File: src/rtl/tlc_pkg.sv
// Shared definitions for the traffic light controller register interface:
// register map, mode encodings and the bus master FSM state type.
package tlc_pkg;

   localparam logic [7:0] RED_TIME    = 8'h00;
   localparam logic [7:0] YELLOW_TIME = 8'h04;
   localparam logic [7:0] GREEN_TIME  = 8'h08;
   localparam logic [7:0] MODE        = 8'h0C;
   localparam logic [7:0] STATUS      = 8'h10;

   localparam logic [2:0] SWITCHOFF = 3'd0;
   localparam logic [2:0] BLINK     = 3'd1;
   localparam logic [2:0] MANUAL    = 3'd2;
   localparam logic [2:0] HIGH      = 3'd3;
   localparam logic [2:0] LOW       = 3'd4;

   typedef enum logic [1:0] {
      ST_IDLE,
      ST_ACCESS,
      ST_ERR,
      ST_DONE
   } master_state_t;

   function automatic logic is_word_aligned(input logic [7:0] addr);
      return addr[1:0] == 2'b00;
   endfunction

endpackage

File: src/rtl/tlc_bus_timer.sv
// Wait counter for the bus master: held at zero while clear is high, counts
// inc cycles, and flags the increment that would reach LIMIT.
module tlc_bus_timer
   import tlc_pkg::*;
#(
   parameter int unsigned LIMIT = 16
)
(
   input  logic clk,
   input  logic rst_n,
   input  logic clear,
   input  logic inc,
   output logic expire
);

   localparam logic [16:0] LIMIT_W = 17'(LIMIT);

   logic [15:0] count;

   // The flag looks one increment ahead so the FSM can abort on the very
   // edge where the count would hit the limit.
   assign expire = inc && (({1'b0, count} + 17'd1) == LIMIT_W);

   always_ff @(posedge clk or negedge rst_n) begin
      if (!rst_n) begin
         count <= '0;
      end else if (clear) begin
         count <= '0;
      end else if (inc) begin
         count <= count + 16'd1;
      end
   end

endmodule

File: src/rtl/tlc_bus_master.sv
// Register bus initiator: one host command in, one pvalid/pready transfer out,
// one response pulse back. Wait timeout is built only with TLC_MASTER_TIMEOUT_EN.
module tlc_bus_master
   import tlc_pkg::*;
#(
   parameter int unsigned TIMEOUT_CYCLES = 16
)
(
   input  logic        pclk,
   input  logic        prst,
   input  logic        cmd_valid,
   output logic        cmd_ready,
   input  logic        cmd_wr,
   input  logic [7:0]  cmd_addr,
   input  logic [31:0] cmd_wdata,
   output logic        rsp_valid,
   output logic [31:0] rsp_rdata,
   output logic        rsp_err,
   output logic [7:0]  paddr,
   output logic [31:0] pwdata,
   output logic        prd_wr,
   output logic        pvalid,
   input  logic        pready,
   input  logic [31:0] prdata
);

   master_state_t state;

   timeout_range : assert property (@(posedge pclk)
      (TIMEOUT_CYCLES >= 32'd1) && (TIMEOUT_CYCLES <= 32'd65535));

`ifdef TLC_MASTER_TIMEOUT_EN
   logic wait_expired;

   tlc_bus_timer #(.LIMIT(TIMEOUT_CYCLES)) u_timer (
      .clk    (pclk),
      .rst_n  (prst),
      .clear  (state != ST_ACCESS),
      .inc    ((state == ST_ACCESS) && !pready),
      .expire (wait_expired)
   );
`endif

   // DONE exists so the responder has a cycle to drop pready before the
   // next command can start; cmd_ready is raised on the way back to IDLE.
   always_ff @(posedge pclk or negedge prst) begin
      if (!prst) begin
         state     <= ST_IDLE;
         cmd_ready <= 1'b0;
         pvalid    <= 1'b0;
         prd_wr    <= 1'b0;
         paddr     <= '0;
         pwdata    <= '0;
         rsp_valid <= 1'b0;
         rsp_rdata <= '0;
         rsp_err   <= 1'b0;
      end else begin
         rsp_valid <= 1'b0;
         case (state)
            ST_IDLE: begin
               cmd_ready <= 1'b1;
               if (cmd_valid && cmd_ready) begin
                  cmd_ready <= 1'b0;
                  if (!is_word_aligned(cmd_addr)) begin
                     state <= ST_ERR;
                  end else begin
                     paddr  <= cmd_addr;
                     pwdata <= cmd_wdata;
                     prd_wr <= cmd_wr;
                     pvalid <= 1'b1;
                     state  <= ST_ACCESS;
                  end
               end
            end
            ST_ACCESS: begin
               if (pready) begin
                  pvalid    <= 1'b0;
                  rsp_valid <= 1'b1;
                  rsp_err   <= 1'b0;
                  rsp_rdata <= prd_wr ? 32'd0 : prdata;
                  state     <= ST_DONE;
               end
`ifdef TLC_MASTER_TIMEOUT_EN
               else if (wait_expired) begin
                  pvalid    <= 1'b0;
                  rsp_valid <= 1'b1;
                  rsp_err   <= 1'b1;
                  rsp_rdata <= '0;
                  state     <= ST_DONE;
               end
`endif
            end
            ST_ERR: begin
               rsp_valid <= 1'b1;
               rsp_err   <= 1'b1;
               rsp_rdata <= '0;
               state     <= ST_DONE;
            end
            ST_DONE: begin
               cmd_ready <= 1'b1;
               state     <= ST_IDLE;
            end
            default: begin
               state <= ST_IDLE;
            end
         endcase
      end
   end

endmodule

File: config.mk
export PLATFORM = sky130hd
export DESIGN_NAME = tlc_bus_master
export DESIGN_NICKNAME = d
export VERILOG_FILES = /design/src/rtl/tlc_pkg.sv /design/src/rtl/tlc_bus_timer.sv /design/src/rtl/tlc_bus_master.sv
export SDC_FILE = /design/constraint.sdc
export NUM_CORES = 1
export LEC_CHECK = 0
export CAP_MARGIN = 0
export CORE_MARGIN = 10
export CORE_UTILIZATION = 40
export CTS_BUF_LIST = sky130_fd_sc_hd__clkbuf_4
export CTS_CLUSTER_DIAMETER = 120
export DETAILED_ROUTE_END_ITERATION = 7
export GPL_TIMING_DRIVEN = 0
export PLACE_DENSITY = 0.79
export SYNTH_ARGS = -nofsm -noshare
export SYNTH_HDL_FRONTEND = slang
export SYNTH_HIERARCHICAL = 1
export SYNTH_SLANG_ARGS = --single-unit
File: constraint.sdc
create_clock -name pclk -period 5.75 [get_ports pclk]
set_input_delay 1.15 -clock pclk [delete_from_list [all_inputs] [get_ports pclk]]
set_output_delay 1.15 -clock pclk [all_outputs]
set_load 0.05 [all_outputs]
==> impl_metrics.py <==
metrics = {
    "clock_network": {
        "post_cts_buffers": 0,
        "cts-htree-levels": 3,
        "cts_max_path_buffers": 2,
        "clk_pin_slew_ps": 120,
        "clock_sinks": 79,
        "clk_latency_ps": 410,
        "cts_resized": 0,
        "numCtsBuffers": 9,
        "hold_buffers": 0,
        "cts_root_buf": "clkbuf_4",
        "cts_tree": "yes",
    },
    "setup_path": {
        "cp-startpoint": "prd_wr",
        "crit_slowest_cell": "clkdlybuf4s50_1",
        "cpPeakStageDelay_ps": 840,
        "rr_endpoint": "rsp_rdata[20]",
        "path_cells": "clkdlybuf4s50_1",
        "critPathCaptureType": "primary output",
        "required_ps": 4600,
        "critical_path_class": "flop to primary output",
        "worst-r2r-cell-count": 6,
        "cp_num_buf_inv": 1,
        "cp-start-kind": "flop",
        "cp.arrival_ps": 1680,
        "reg2reg_slack_ps": 3620,
        "cp_top_family": "buffers and inverters",
        "cp_max_fo": 4,
        "rr_startpoint": "state[1]",
    },
    "floorplan": {
        "die-width_um": 111.3,
        "ios": 154,
        "die_y_um": 111.3,
        "core_um2": 8175,
        "row_count": 33,
        "start_util": 0.4080,
        "dieArea_um2": 12390,
    },
    "place": {
        "postPlaceCellArea_um2": 5024,
        "dp_hpwl_um": 6885,
        "post-place-ws_ps": 2702,
        "port_buffers": 153,
        "dp_cells": 520,
        "gp_congestion": 0.7447,
    },
    "sta": {
        "clock_skew_ps": 8.543,
        "fmax_mhz": 352.8,
        "tightest_slew_ps": 722.9,
        "relSlewSlack": 0.5043,
        "slew_viol_final": 0,
        "setup_viol": 0,
        "finalWorstSetupSlack_ps": 2916,
        "period_share": 0.4929,
        "setup-tns-final_ps": 0,
        "rsz0062_at_grt": "false",
        "period_needed_ps": 2834,
        "report.final.hold_viol_count": 0,
    },
    "detailed_routing": {
        "vias": 2463,
        "postRouteAntennaNets": 0,
        "avgRoutedWirePerCell_um": 16.60,
        "drc_errors": 0,
        "first_pass_iters": 4,
        "wl_um": 8895,
        "via_per_inst": 4.595,
        "dr.first_iter.drc_count": 74,
    },
    "finish": {
        "area_growth_pct": 55.40,
        "nets": 509,
        "postLayoutCellArea_um2": 5184,
        "drive_gt1_frac": 0.1485,
        "fin_cells": 536,
        "diodes": 0,
        "n_fill_cell": 639,
    },
    "pwr": {
        "ir_worst_vdd_mv": 0.2878,
        "leakage_nw": 2.292,
        "power_density_nw_per_um2": 625.7,
    },
    "grt": {
        "grt_pass1_wl_um": 14520,
        "grt_max_degree": 63,
        "grt_overflow": 0,
        "antenna_found_initial": 0,
        "first_global_vias": 2712,
        "grt_use_total": 0.1427,
    },
    "min_path": {
        "holdPathEnd": "rsp_rdata[31]",
        "hold_class": "flop to flop",
        "hold_path_startpoint": "rsp_rdata[31]",
        "hold_depth": 2,
    },
    "status": {
        "status": "complete, no violations",
    },
    "synthesis": {
        "synth_nets": 344,
        "synth_compound_area_frac": 0.06452,
        "syn_area_um2": 3336,
        "synth_area_per_cell_um2": 12.78,
        "synth_top_family_by_area": "multiplexers",
        "yosys_warnings": 6,
        "synthSimpleGateAreaFrac": 0.09490,
        "synth-adder-area-share": 0.02251,
        "seq_area_frac_synth": 0.5926,
        "synth-xor-area-share": 0,
        "synth_cells": 261,
        "synthMuxAreaShare": 0.1857,
        "ys_ff_latch": 79,
        "netlist-cell-type-count": 20,
    },
    "flow_run": {
        "cap_viol_max_count": 0,
    },
}
## layer usage
metal,wire length [um],global-route usage
met1,3965,0.1786
met2,3930,0.2083
met3,898,0.07630
met4,101,0.04113
met5,0,0
## cell families (layout without fill, tap and decap cells)
kind of cell,after synthesis,after routing
AOI/OAI and AO/OA,40,40
adders and majority gates,6,6
and+or+nand+nor,75,75
buffers and inverters,18,188
DFF,79,79
muxes,43,43
## report_power, final
group / switching [mW] / internal, mW / total (mW) / leakage, nW
combinational: 1.24 / 0.718 / 1.96 / 1.20
clock: 0.193 / 0.180 / 0.373 / 0.0840
sequential: 0.126 / 0.789 / 0.915 / 1.00
## synthesized netlist by cell type
cell | count | share of area
o311a_2 | 1 | 0.0034
o21ai_0 | 33 | 0.050
or3b_4 | 1 | 0.0034
mux2i_1 | 3 | 0.0090
buf_12 | 4 | 0.024
nand2b_1 | 1 | 0.0019
inv_1 | 5 | 0.0056
a21oi_1 | 4 | 0.0060
mux2_4 | 37 | 0.17
dfrtp_1 | 79 | 0.59
nor2_8 | 1 | 0.0060
clkbuf_1 | 9 | 0.010
nor2b_1 | 3 | 0.0056
mux2_2 | 3 | 0.010
nand2_1 | 64 | 0.072
o41ai_1 | 1 | 0.0026
a221o_1 | 1 | 0.0030
nor2_1 | 4 | 0.0045
nor3_1 | 1 | 0.0015
ha_1 | 6 | 0.023
## sequential cells by signal, summed over array words and instances (netlist names)
register,count
cmd_ready,1
paddr,8
prd_wr,1
pvalid,1
pwdata,32
rsp_err,1
rsp_rdata,32
rsp_valid,1
state,2
## per-stage QoR
step | hold WS [ps] | utilization | total power [mW]
after floorplan | 565.8 | - | 2.221
after global placement | 460.4 | 0.6114 | 2.867
after detailed placement | 471.5 | 0.6145 | 2.903
after CTS | 499.9 | 0.6341 | 3.282
after global routing | 520.1 | 0.6341 | 3.430
final | 494.1 | 0.6341 | 3.244
## worst max-delay path by stage
stage / to / slack (ps) / cells past startpoint
2_1_floorplan: paddr[7] / 3410 / 4
3_3_place_gp: pwdata[7] / 740 / 1
3_5_place_dp: rsp_rdata[20] / 2700 / 5
4_1_cts: prd_wr / 2870 / 1
5_1_grt: prd_wr / 2850 / 1
6_report: prd_wr / 2920 / 1
## cell usage in the layout, fill, tap and decap left out, types with 2 or more instances in the layout
| master | n |
|---|---|
| clkdlybuf4s50_1 | 152 |
| dfrtp_1 | 79 |
| nand2_1 | 64 |
| mux2_4 | 37 |
| o21ai_0 | 33 |
| clkbuf_4 | 10 |
| clkbuf_1 | 9 |
| ha_1 | 6 |
| inv_1 | 5 |
| a21oi_1 | 4 |
| nor2_1 | 4 |
| buf_12 | 4 |
| nor2b_1 | 3 |
| mux2i_1 | 3 |
| mux2_2 | 3 |
| bufinv_16 | 2 |
## cell type report
| cell class | instances | area, um^2 | share of cell area |
|---|---|---|---|
| plain buffers | 13 | 113.9 | 0.02196 |
| clock buffers | 10 | 75.07 | 0.01448 |
| clock inverters | 6 | 85.08 | 0.01641 |
| inverters | 5 | 18.77 | 0.003621 |
| multi-input cells | 164 | 1226 | 0.2365 |
| flip-flops and latches | 79 | 1977 | 0.3814 |
| well taps | 105 | 131.4 | 0.02534 |
| repair buffers | 154 | 1556 | 0.3003 |
(Power assumes the default switching activity.)
